==> src/rtl/ahb_lite_stream_loader.sv <==
// AHB-Lite single-master write engine: packs a byte stream little-endian into
// bus words and writes them as single NONSEQ transfers to consecutive addresses.
module ahb_lite_stream_loader #(
  parameter int HADDR_WIDTH = 17,
  parameter int HDATA_WIDTH = 64,
  parameter int LEN_WIDTH   = 14
) (
  input  logic                   HCLK,
  input  logic                   HRESETn,
  input  logic                   start,
  input  logic [HADDR_WIDTH-1:0] base_addr,
  input  logic [LEN_WIDTH-1:0]   len_words,
  input  logic [7:0]             s_data,
  input  logic                   s_valid,
  output logic                   s_ready,
  output logic                   busy,
  output logic                   done,
  output logic                   err,
  output logic [HADDR_WIDTH-1:0] HADDR,
  output logic [1:0]             HTRANS,
  output logic [2:0]             HSIZE,
  output logic                   HWRITE,
  output logic [HDATA_WIDTH-1:0] HWDATA,
  input  logic                   HREADY,
  input  logic                   HRESP,
  output logic [2:0]             dbg_state
);
  localparam int NB = HDATA_WIDTH / 8;
  localparam int LB = $clog2(NB);
  localparam int CW = (LB > 0) ? LB : 1;

  typedef enum logic [2:0] {
    ST_IDLE   = 3'd0,
    ST_WAIT   = 3'd1,
    ST_ADDR   = 3'd2,
    ST_DATA   = 3'd3,
    ST_ERR    = 3'd4,
    ST_FINISH = 3'd5
  } state_t;

  state_t                 state_q, state_d;
  logic [HADDR_WIDTH-1:0] base_q, base_d;
  logic [LEN_WIDTH-1:0]   len_q, len_d;
  logic [LEN_WIDTH-1:0]   idx_q, idx_d;
  logic [LEN_WIDTH-1:0]   packed_q, packed_d;
  logic [HDATA_WIDTH-1:0] pack_q, pack_d;
  logic [CW-1:0]          pack_cnt_q, pack_cnt_d;
  logic                   pack_full_q, pack_full_d;
  logic [HDATA_WIDTH-1:0] wr_data_q, wr_data_d;
  logic                   wr_valid_q, wr_valid_d;
  logic                   err_q, err_d;

  logic start_acc, data_ok, wr_free, byte_acc;

  always_comb begin
    state_d     = state_q;
    base_d      = base_q;
    len_d       = len_q;
    idx_d       = idx_q;
    packed_d    = packed_q;
    pack_d      = pack_q;
    pack_cnt_d  = pack_cnt_q;
    pack_full_d = pack_full_q;
    wr_data_d   = wr_data_q;
    wr_valid_d  = wr_valid_q;
    err_d       = err_q;

    busy      = state_q inside {ST_WAIT, ST_ADDR, ST_DATA, ST_ERR};
    done      = (state_q == ST_FINISH);
    start_acc = start && (state_q == ST_IDLE || state_q == ST_FINISH);
    data_ok   = (state_q == ST_DATA) && HREADY && !HRESP;
    wr_free   = !wr_valid_q || data_ok;
    // A full pack register frees up in the same cycle it hands over, so the
    // stream only stalls when both buffers are occupied.
    s_ready   = (state_q inside {ST_WAIT, ST_ADDR, ST_DATA}) &&
                !((state_q == ST_DATA) && HRESP) &&
                (packed_q < len_q) && (!pack_full_q || wr_free);
    byte_acc  = s_valid && s_ready;

    if (data_ok) wr_valid_d = 1'b0;
    if (pack_full_q && wr_free) begin
      wr_data_d   = pack_q;
      wr_valid_d  = 1'b1;
      pack_full_d = 1'b0;
    end
    if (byte_acc) begin
      for (int k = 0; k < NB; k++) begin
        if (pack_cnt_q == CW'(k)) pack_d[8*k +: 8] = s_data;
      end
      if (pack_cnt_q == CW'(NB-1)) begin
        pack_cnt_d  = '0;
        pack_full_d = 1'b1;
        packed_d    = packed_q + LEN_WIDTH'(1);
      end else begin
        pack_cnt_d = pack_cnt_q + CW'(1);
      end
    end

    case (state_q)
      ST_WAIT: if (wr_valid_q) state_d = ST_ADDR;
      ST_ADDR: if (HREADY) state_d = ST_DATA;
      ST_DATA: begin
        if (HRESP) begin
          err_d   = 1'b1;
          state_d = HREADY ? ST_FINISH : ST_ERR;
        end else if (HREADY) begin
          idx_d = idx_q + LEN_WIDTH'(1);
          if (idx_d == len_q)   state_d = ST_FINISH;
          else if (pack_full_q) state_d = ST_ADDR;
          else                  state_d = ST_WAIT;
        end
      end
      ST_ERR: if (HREADY) state_d = ST_FINISH;
      ST_FINISH: begin
        state_d     = ST_IDLE;
        pack_cnt_d  = '0;
        pack_full_d = 1'b0;
        wr_valid_d  = 1'b0;
      end
      default: state_d = ST_IDLE;
    endcase

    if (start_acc) begin
      base_d      = base_addr & ~(HADDR_WIDTH'(NB-1));
      len_d       = len_words;
      idx_d       = '0;
      packed_d    = '0;
      pack_cnt_d  = '0;
      pack_full_d = 1'b0;
      wr_valid_d  = 1'b0;
      err_d       = 1'b0;
      state_d     = (len_words == '0) ? ST_FINISH : ST_WAIT;
    end
  end

  always_ff @(posedge HCLK or negedge HRESETn) begin
    if (!HRESETn) begin
      state_q     <= ST_IDLE;
      base_q      <= '0;
      len_q       <= '0;
      idx_q       <= '0;
      packed_q    <= '0;
      pack_q      <= '0;
      pack_cnt_q  <= '0;
      pack_full_q <= 1'b0;
      wr_data_q   <= '0;
      wr_valid_q  <= 1'b0;
      err_q       <= 1'b0;
    end else begin
      state_q     <= state_d;
      base_q      <= base_d;
      len_q       <= len_d;
      idx_q       <= idx_d;
      packed_q    <= packed_d;
      pack_q      <= pack_d;
      pack_cnt_q  <= pack_cnt_d;
      pack_full_q <= pack_full_d;
      wr_data_q   <= wr_data_d;
      wr_valid_q  <= wr_valid_d;
      err_q       <= err_d;
    end
  end

  assign HADDR     = base_q + (HADDR_WIDTH'(idx_q) << LB);
  assign HTRANS    = (state_q == ST_ADDR) ? 2'b10 : 2'b00;
  assign HWRITE    = (state_q == ST_ADDR);
  assign HSIZE     = 3'(LB);
  assign HWDATA    = wr_data_q;
  assign err       = err_q;
  assign dbg_state = state_q;
endmodule
==> config.mk <==
export PLATFORM = sky130hd
export DESIGN_NAME = ahb_lite_stream_loader
export DESIGN_NICKNAME = d
export VERILOG_FILES = /design/src/rtl/ahb_lite_stream_loader.sv
export SDC_FILE = /design/constraint.sdc
export NUM_CORES = 1
export LEC_CHECK = 0
export CAP_MARGIN = 10
export CORE_ASPECT_RATIO = 0.9
export CORE_MARGIN = 1
export CORE_UTILIZATION = 49
export CTS_CLUSTER_DIAMETER = 80
export DETAILED_ROUTE_END_ITERATION = 10
export GPL_TIMING_DRIVEN = 0
export HOLD_SLACK_MARGIN = 0.15
export PLACE_DENSITY = 0.87
export REMOVE_ABC_BUFFERS = 1
export SYNTH_ARGS = -nofsm -noshare
export SYNTH_HDL_FRONTEND = slang
export SYNTH_SLANG_ARGS = --single-unit
==> constraint.sdc <==
create_clock -name HCLK -period 2.48 [get_ports HCLK]
set_input_delay 0.248 -clock HCLK [delete_from_list [all_inputs] [get_ports HCLK]]
set_output_delay 0.248 -clock HCLK [all_outputs]
set_load 0.01 [all_outputs]
==> metrics.cfg, run 1 <==
[global_routing]
grt_pass1_wl_mm = 37.8
grt_max_degree = 101
grt_use_total_pct = 24.8
grt_pass1_vias = 7235
antenna_found_initial = 0
grt_overflow_total = 0

[critical_path]
crit_slowest_cell = dfrtp_2
rrSetupSlack_ns = -0.21
r2r_end = pack_q[26]
critPathMaxStageDelay_ns = 0.44
cp.required_ns = 2.23
cp_top_family = compound AO/OA/AOI/OAI gates
cp_data_arrival_time_ns = 2.80
cp_num_buf_inv = 3
startpoint_type = register
path_max_fanout = 3
worst-setup-path-type = reg2out
path_cells = ha_4 -> inv_2 -> fa_2 -> nor2b_1 -> o21ai_1 -> nand2b_1 -> a2111oi_4 -> o31ai_2 -> buf_4 -> o41ai_4 -> xnor2_1 -> buf_2
reg2reg_from = len_q[13]
rr_worst_depth = 10
worst_setup_path_end_kind = primary output

[sta]
timing.final.ws_setup_ns = -0.568
max_slew_margin_pct = 49.8
tightest_slew_ns = 0.753
fin_crit_ns = 3.05
slew_viol_final = 0
setup-tns-final_ns = -11.97
fmax_ghz = 0.328
period_share_pct = 123
hold_viol_final = 0
fin_worst_skew_ns = 0.0149
setup_viol = 80
rsz0062_at_grt = yes
hold_slack_ns = 0.326

[die]
die-area_sq_um = 19400
fp-row-count = 47
die_h_microns = 132
initial_core_util_pct = 50.1
core_area_sq_um = 18400
io_pins = 139
die_width_microns = 147

[route]
firstDrtPassIters = 5
via_per_inst = 5.83
wl_per_cell_microns = 20.1
final_antenna_net_count = 0
totalWireLength_mm = 24.7
drc = 0
vias = 7171
first_iter_violations = 498

[synthesis]
syn_area_sq_um = 9220
synthArstFlopShare_pct = 100
yosysWarnings = 0
synth_cells = 790
ys.flop_type = dfrtp_1
ys_types = 58
synth_seq_area_share_pct = 52.4
synth_edf_count = 0
avgSynthCellArea_sq_um = 11.7
synth_seq_cells = 193

[pwr]
finalPower_mw = 13.5
p_per_area_nw_per_um2 = 1070
leakage_nw = 5.81
ir_worst_vdd_mv = 0.676

[cells_and_area]
n_fill_cell = 1190
seq_area_sq_um = 4840
area_growth_pct = 36.6
design_area_sq_um = 12600
fin_nets = 1053
fin_cells = 1231
multi_input_area_sq_um = 4780
antennaDiodeCount = 0
drive_gt1_share_pct = 32.3

[hold_path]
hold-path-cell-count = 3
worstHoldEndpoint = base_q[11]
hold_class = in2reg
min_from = base_addr[11]

[placed_design]
gp_congestion = 0.850
io_buffers = 128
dpl-instance-area_sq_um = 10800
hpwl_mm = 13.9
dp_cells = 1138

[clock_network]
clock-sinks = 193
path_clk_slew_ns = 0.09
numCtsBuffers = 17
clock_path_buffers = 2
htreeDepth = 4
cts_tree = yes
ctsRootBufferMaster = clkbuf_16
worstSkewPairLatency_ns = 0.44

[status]
status = finished with violations
violations = negative setup slack

[run]
drv_cap = 0

cells by family after synthesis:
family | share of synthesized area, %
flops | 52.4
mux | 16.3
compound gates | 9.22
other cells | 0.0814
fa+ha+maj | 4.94
buf+inv | 2.88
xor+xnor | 3.42
simple gates | 10.8
cell usage in the layout (no fill, tap or decap), drive strengths merged, types with 25 or more instances in the layout:
cell type,synthesis,routed
mux2,129,129
o21ai,42,42
dfrtp,193,193
inv,27,34
clkdlybuf4s50,0,114
buf,12,76
xnor2,25,25
nand2,86,86
a21oi,26,26
ha,34,34
nor2,28,28
how the worst max path moves through the flow:
stage / start / to / slack (ns) / depth (start not counted)
finish: idx_q[0] / HADDR[15] / -0.57 / 12
global route: base_q[3] / HADDR[15] / -0.70 / 12
CTS: base_q[3] / HADDR[15] / -0.56 / 12
detailed placement: HRESP / pack_q[54] / -1.38 / 8
global placement: HRESETn / HWDATA[52] / -6.72 / 1
floorplan: dbg_state[1] / idx_q[5] / -2.18 / 6
sequential cells by signal, indices dropped and copies added, names as in the netlist:
name	cells
HWDATA	64
pack_q	64
base_q	14
idx_q	14
len_q	14
packed_q	14
dbg_state	3
pack_cnt_q	3
err	1
pack_full_q	1
wr_valid_q	1
timing repair:
item	in CTS	in global routing
gates resized for setup	148	56
hold buffers	1	0
buffers inserted	42	20
pin swaps	34	28
endpoints found under the setup margin	167	98
endpoints found under the hold margin	93	0
tightest hold or removal path, cell delays in order:
cell,delay (ns)
clkdlybuf4s50_1,0.39
nand2_1,0.05
nand2_1,0.04
cell usage after synthesis, types with 3 or more instances:
| cell type | number | area, sq um |
|---|---|---|
| dfrtp_1 | 193 | 4830 |
| mux2_2 | 129 | 1450 |
| nand2_1 | 86 | 323 |
| o21ai_0 | 42 | 210 |
| ha_1 | 34 | 425 |
| inv_1 | 27 | 101 |
| a21oi_1 | 26 | 130 |
| nor2_1 | 26 | 97.6 |
| xnor2_1 | 25 | 219 |
| clkbuf_1 | 23 | 86.3 |
| nand3_1 | 17 | 85.1 |
| o31ai_1 | 16 | 120 |
| xor2_1 | 11 | 96.3 |
| a21o_1 | 10 | 75.1 |
| and3_1 | 10 | 62.6 |
| buf_4 | 8 | 60.1 |
| nand2b_1 | 7 | 43.8 |
| nand4_1 | 7 | 43.8 |
| nor3_1 | 7 | 35.0 |
| or3_1 | 7 | 43.8 |
| and2_1 | 6 | 37.5 |
| or4_1 | 6 | 45.0 |
| mux2i_1 | 5 | 50.1 |
| nor2b_1 | 4 | 25.0 |
| nor4_1 | 4 | 25.0 |
| o21a_1 | 4 | 30.0 |
| a211oi_1 | 3 | 22.5 |
| nor3b_4 | 3 | 56.3 |
| o2111ai_1 | 3 | 26.3 |
through the flow:
stage               util (%)  worst slack (ns)
finish                  68.4            -0.568
floorplan                  -             -2.18
global route            68.4            -0.702
detailed placement      58.5             -1.38
global placement        57.9             -6.72
CTS                     66.3            -0.558
cell type report:
type                    instances  area share [%]
clock buffers                  17            3.38
clock inverters                15            1.83
inverters                      27           0.805
multi-input cells             540            38.0
flip-flops and latches        193            38.4
well taps                     245            2.43
repair buffers                194            15.2
where the power goes:
part / switching, mW / total, mW / internal, mW
clock: 1.45 / 2.95 / 1.50
sequential: 0.780 / 5.09 / 4.31
combinational: 2.41 / 5.48 / 3.07
layer usage:
layer	vias to the layer above	part of all wire [%]	track usage (%)
li1	3160	-	-
met1	3638	40	31.3
met2	302	50	41.5
met3	71	6.3	5.67
met4	0	3.2	9.49
met5	-	0	0
No activity file was read; power rests on OpenSTA's default activity.
==> run 2, diff against run 1 <==
GPL_TIMING_DRIVEN = 1   (was 0)
==> run 2 against run 1 <==
The run still ends with negative setup slack left. Clock power is 3% lower. Combinational power is 2% higher. Via count is 1.2% higher. First-iteration DRC count is 5.2% higher. Sequential power hardly changed. Clock skew is 0.0074 ns higher. Clock-buffer cell count stayed put. Cell area is 1.6% higher. Total power is 0.13% higher. Sequential cell count stayed put. Highest routed layer unchanged.
==> metrics.cfg, run 2 (synthesis gave the netlist of run 1 again) <==
[critical_path]
startpoint_type = register
cp_data_arrival_time_ns = 2.77  ; -0.03 ns
rr_worst_depth = 8  ; -2
rrSetupSlack_ns = -0.35  ; -0.14 ns
path_max_fanout = 3  ; unchanged
reg2reg_from = packed_q[13]
worst-setup-path-type = reg2out
r2r_end = pack_q[9]
worst_setup_path_end_kind = primary output
crit_start = idx_q[1]
setup.worst_path.end = HADDR[16]
cp.required_ns = 2.23  ; about the same

[global_routing]
antenna_found_initial = 0  ; unchanged
grt_use_met2_pct = 42.1  ; +0.63 points
met1_usage_pct = 31.0  ; -0.34 points
busiest_layer = met2
use_met3_pct = 5.02  ; -0.66 points
grt_pass1_vias = 7290  ; +0.76%
grt_use_total_pct = 24.6  ; -0.24 points
grt_max_degree = 67  ; -34%
grt_overflow_total = 0  ; unchanged
grt_pass1_wl_mm = 37.4  ; -1.3%

[status]
violations = negative setup slack
status = finished with violations

[die]
core_area_sq_um = 18400  ; unchanged
die_width_microns = 147  ; unchanged
initial_core_util_pct = 50.1  ; unchanged
die_h_microns = 132  ; unchanged
fp-row-count = 47  ; unchanged
io_pins = 139  ; unchanged
die-area_sq_um = 19400  ; unchanged

[route]
via_per_inst = 5.68  ; -2.5%
vias = 7255  ; +1.2%
final_antenna_net_count = 0  ; unchanged
drc = 0  ; unchanged
first_iter_violations = 524  ; +5.2%
wl_per_cell_microns = 19.9  ; -0.70%
firstDrtPassIters = 5  ; unchanged
totalWireLength_mm = 25.5  ; +3.1%

[sta]
setup_viol = 72  ; -10%
fmax_ghz = 0.331  ; +0.95%
rsz0062_at_grt = yes
max_slew_margin_pct = 62.1  ; +12 points
timing.final.ws_setup_ns = -0.539  ; +0.0288 ns
slew_viol_final = 0  ; unchanged
setup-tns-final_ns = -15.89  ; -3.92 ns
fin_crit_ns = 3.02  ; -0.0288 ns
tightest_slew_ns = 0.569  ; -0.184 ns
hold_viol_final = 0  ; unchanged
period_share_pct = 122  ; -1.2 points
fin_worst_skew_ns = 0.0223  ; +0.00736 ns

[run]
drv_cap = 0  ; unchanged

[clock_network]
clock_path_buffers = 2  ; unchanged
numCtsBuffers = 17  ; unchanged
worstSkewPairLatency_ns = 0.45  ; about the same
path_clk_slew_ns = 0.08  ; about the same
cts_tree = yes
htreeDepth = 4  ; unchanged
ctsRootBufferMaster = clkbuf_16
clock-sinks = 193  ; unchanged

[cells_and_area]
final_common_cell = dfrtp_1
final_util_pct = 69.5  ; +1.1 points
drive_gt1_share_pct = 34.3  ; +2.0 points
antennaDiodeCount = 0  ; unchanged
final_cell_mix = 193 x dfrtp_1, 115 x clkdlybuf4s50_1, 84 x nand2_1
area_growth_pct = 38.7
fin_cells = 1278  ; +3.8%
n_fill_cell = 1140  ; -4.2%
design_area_sq_um = 12800  ; +1.6%
fin_nets = 1100  ; +4.5%

[placed_design]
io_buffers = 128  ; unchanged
dpl-instance-area_sq_um = 11400  ; +6.1%
dp_cells = 1222  ; +7.4%
hpwl_mm = 15.3  ; +10%
gp_congestion = 0.925  ; +8.8%

[pwr]
p_per_area_nw_per_um2 = 1060  ; -1.4%
leakage_nw = 5.97  ; +2.7%
ir_worst_vdd_mv = 0.590  ; -13%

[hold_path]
hold_class = in2reg
min_from = base_addr[12]

## run 2: changes by cell type in the layout (fill, tap and decap cells not counted), sizes merged
| cell | before | now |
|---|---|---|
| dlymetal6s2s | 2 | 0 |
| clkdlybuf4s50 | 114 | 115 |
| dlygate4sd2 | 0 | 1 |
| buf | 76 | 123 |
## run 2: what timing repair did
item / 4_1_cts / 5_1_grt
pin swaps: 37 / 43
resized for setup: 130 / 64
endpoints found under the hold margin: 64 / 0
hold buffers: 1 / 0
endpoints found under the setup margin: 87 / 89
buffers inserted: 10 / 14
cloned: 0 / 1
## run 2: how the worst min path moves through the flow
stage	to	slack [ns]	cells after the start
2_1_floorplan	HWDATA[0]	-0.05	0
3_3_place_gp	pack_q[63]	0.27	1
3_5_place_dp	HWDATA[55]	0.28	1
4_1_cts	base_q[12]	0.32	3
5_1_grt	base_q[12]	0.33	3
6_report	base_q[12]	0.33	3
## run 2: power by group
part           total, mW  switching [mW]  internal, mW
sequential          5.07           0.757          4.31
combinational       5.61            2.46          3.14
clock               2.87            1.39          1.48
total               13.5            4.61          8.93
## run 2: area by class of cell
type / instances / area [sq um] / area share, %
inverters: 27 / 101 / 0.792
well taps: 245 / 307 / 2.40
clock buffers: 17 / 425 / 3.33
repair buffers: 241 / 2240 / 17.5
flip-flops and latches: 193 / 4830 / 37.8
clock inverters: 15 / 209 / 1.63
multi-input cells: 540 / 4680 / 36.6
## run 2: through the flow
| step | hold slack [ns] | worst slack [ns] | power (mW) |
|---|---|---|---|
| finish | 0.330 | -0.539 | 13.5 |
| global route | 0.332 | -0.669 | 14.2 |
| CTS | 0.321 | -0.585 | 13.1 |
| global placement | 0.275 | -0.688 | 9.61 |
| floorplan | -0.0476 | -2.18 | 7.51 |
| detailed placement | 0.277 | -0.729 | 9.87 |
## run 2: critical path, stage by stage (launching register included)
cell and delay [ns]:
dfrtp_1 0.39, ha_1 0.32, a211o_1 0.29, a21oi_2 0.18, o21ai_2 0.12, a2111oi_4 0.30
buf_4 0.19, a21oi_4 0.06, nor4_2 0.26, nor4bb_2 0.08, buf_2 0.14
## run 2: per-layer routing
layer / routed length (microns) / share of wire (%)
met5: 0 / 0
met4: 864 / 3.4
met3: 1330 / 5.2
met2: 12900 / 51
met1: 10300 / 41
==> run 3, diff against run 2 <==
CORE_UTILIZATION = 57   (was 49)
PLACE_DENSITY = 0.95   (was 0.87)
clock period = 3.6 ns   (was 2.48 ns; I/O delays follow)
==> run 3 against run 2 <==
Critical path type unchanged. Routed wire length is 9.5% lower. Clock skew decreased by 0.0071 ns. Largest cell class unchanged. Sequential cell count unchanged. The flow now finishes without violations. Die area decreased by 14%. Clock-buffer cell count unchanged.
==> metrics.cfg, run 3 (synthesis gave the netlist of run 1 again) <==
[status]
status = finished clean

[sta]
hold_viol_final = 0  ; unchanged
setup_viol = 0  ; -100%
fmax_ghz = 0.288
max_slew_margin_pct = 34.7  ; -27 points
fin_crit_ns = 3.48
slew_viol_final = 0  ; unchanged
tightest_slew_ns = 0.977  ; +0.408 ns
hold_slack_ns = 0.442  ; +0.112 ns
period_share_pct = 96.6
fin_worst_skew_ns = 0.0151  ; -0.00711 ns
setup-tns-final_ns = 0  ; +15.89 ns

[global_routing]
grt_max_degree = 104  ; +55%
grt_pass1_vias = 7049  ; -3.3%
grt_overflow_total = 0  ; unchanged
grt_use_total_pct = 28.9  ; +4.3 points
antenna_found_initial = 0  ; unchanged
grt_pass1_wl_mm = 36.3  ; -3.0%

[route]
wl_per_cell_microns = 20.1  ; +0.80%
firstDrtPassIters = 5  ; unchanged
first_iter_violations = 586  ; +12%
final_antenna_net_count = 0  ; unchanged
via_per_inst = 6.05  ; +6.5%
vias = 6936  ; -4.4%
totalWireLength_mm = 23.0  ; -9.5%
drc = 0  ; unchanged

[pwr]
pwr-share-comb_pct = 36.7  ; -4.7 points
clkPwrFrac_pct = 22.6  ; +1.4 points
switching_power_mw = 2.92  ; -37%
internal_power_mw = 5.71  ; -36%
p_sw_share_pct = 33.8  ; -0.22 points
leakage_nw = 5.32  ; -11%
pwr-share-seq_pct = 40.8  ; +3.4 points
p_per_area_nw_per_um2 = 747  ; -29%
ir_worst_vdd_mv = 0.419  ; -29%

[placed_design]
gp_congestion = 0.835  ; -9.7%
hpwl_mm = 15.2  ; -0.44%
dpl-instance-area_sq_um = 10800  ; -5.5%
io_buffers = 128  ; unchanged
dp_cells = 1110  ; -9.2%

[critical_path]
worst_setup_path_end_kind = primary output
cp_data_arrival_time_ns = 3.12  ; +0.35 ns
crit_slowest_cell = clkdlybuf4s50_1
path_cells = ha_1 -> a211o_1 -> a21oi_2 -> o21ai_2 -> a2111oi_4 -> buf_4 -> buf_4 -> xnor2_1 -> clkdlybuf4s50_1
cp.required_ns = 3.24  ; +1.01 ns
startpoint_type = register
path_common_cell = buf_4
setup.worst_path.end = HADDR[12]
worst-setup-path-type = reg2out
rr_worst_depth = 6  ; -2
crit_start = idx_q[1]
r2r_end = pack_q[19]
rrSetupSlack_ns = 0.43  ; +0.78 ns
path_max_fanout = 4  ; +1
reg2reg_from = dbg_state[0]
critPathMaxStageDelay_ns = 0.56  ; +0.17 ns

[cells_and_area]
fin_nets = 1012  ; -8.0%
drive_gt1_share_pct = 22.0  ; -12 points
fin_cells = 1147  ; -10%
final_common_cell = dfrtp_1
design_area_sq_um = 11500  ; -9.8%
area_growth_pct = 25.1
n_fill_cell = 980  ; -14%
antennaDiodeCount = 0  ; unchanged
final_cell_mix = 192 x dfrtp_1, 129 x mux2_2, 123 x clkdlybuf4s50_1

[clock_network]
ctsRootBufferMaster = clkbuf_16
cts_tree = yes
clock_path_buffers = 2  ; unchanged
path_clk_slew_ns = 0.08  ; about the same
clock-sinks = 193  ; unchanged
htreeDepth = 4  ; unchanged
worstSkewPairLatency_ns = 0.45  ; about the same
numCtsBuffers = 17  ; unchanged

[die]
die_h_microns = 123  ; -7.2%
initial_core_util_pct = 59.1  ; +9.0 points
fp-row-count = 43  ; -8.5%
core_area_sq_um = 15600  ; -15%
io_pins = 139  ; unchanged
die-area_sq_um = 16700  ; -14%
die_width_microns = 136  ; -7.2%

[hold_path]
hold_class = in2reg
min_from = base_addr[12]

[run]
drv_cap = 0  ; unchanged

## run 3: layout make-up
cell class	count	area, sq um	area share, %
Clock buffer	17	425	3.69
Sequential cell	193	4830	41.9
Inverter	27	101	0.878
Timing Repair Buffer	153	1510	13.1
Tap cell	202	253	2.19
Clock inverter	15	191	1.66
Multi-Input combinational cell	540	4230	36.7
## run 3: power groups by stage
stage | clock network [mW] | registers (mW) | logic, mW
global placement | 0 | 3.45 | 2.92
floorplan | 0 | 3.51 | 1.67
detailed placement | 0 | 3.53 | 3.08
finish | 1.95 | 3.52 | 3.16
global route | 2.05 | 3.61 | 3.42
CTS | 1.97 | 3.51 | 3.14
## run 3: repair_timing
action                                 in CTS  in global routing
endpoints found under the hold margin     101                  0
buffers inserted                            1                  3
gates resized for setup                     7                 12
hold buffers                                1                  0
setup endpoints to repair                   4                  7
pin swaps                                   0                  5
## run 3: routing by layer
metal,vias up,part of all wire (%),track usage [%]
met5,-,0,0
met4,0,3.1,11.9
met3,69,5.8,6.82
met2,294,51,49.1
met1,3486,40,35.4
li1,3087,-,-
## run 3: worst min-delay path by stage
stage	endpoint	slack (ns)	cells after the start
final	base_q[12]	0.44	3
after floorplan	HWDATA[0]	0.06	0
after CTS	base_q[12]	0.43	3
after detailed placement	base_q[3]	0.47	2
after global routing	base_q[15]	0.46	3
after global placement	base_q[8]	0.47	2
## run 3: metrics by stage
step	utilization, %	total power [mW]	worst slack [ns]
floorplan	-	5.17	-1.06
global placement	69.2	6.37	0.297
detailed placement	69.2	6.61	0.271
CTS	73.5	8.62	0.000226
global route	74.0	9.07	-0.0109
finish	74.0	8.63	0.123
## run 3: worst max-delay path, delay by kind of cell, from the launching register on
kind            cells  cell delay (ns)
xor+xnor            1             0.11
compound gates      4             1.00
fa+ha+maj           1             0.30
flops               1             0.43
buf+inv             3             0.84
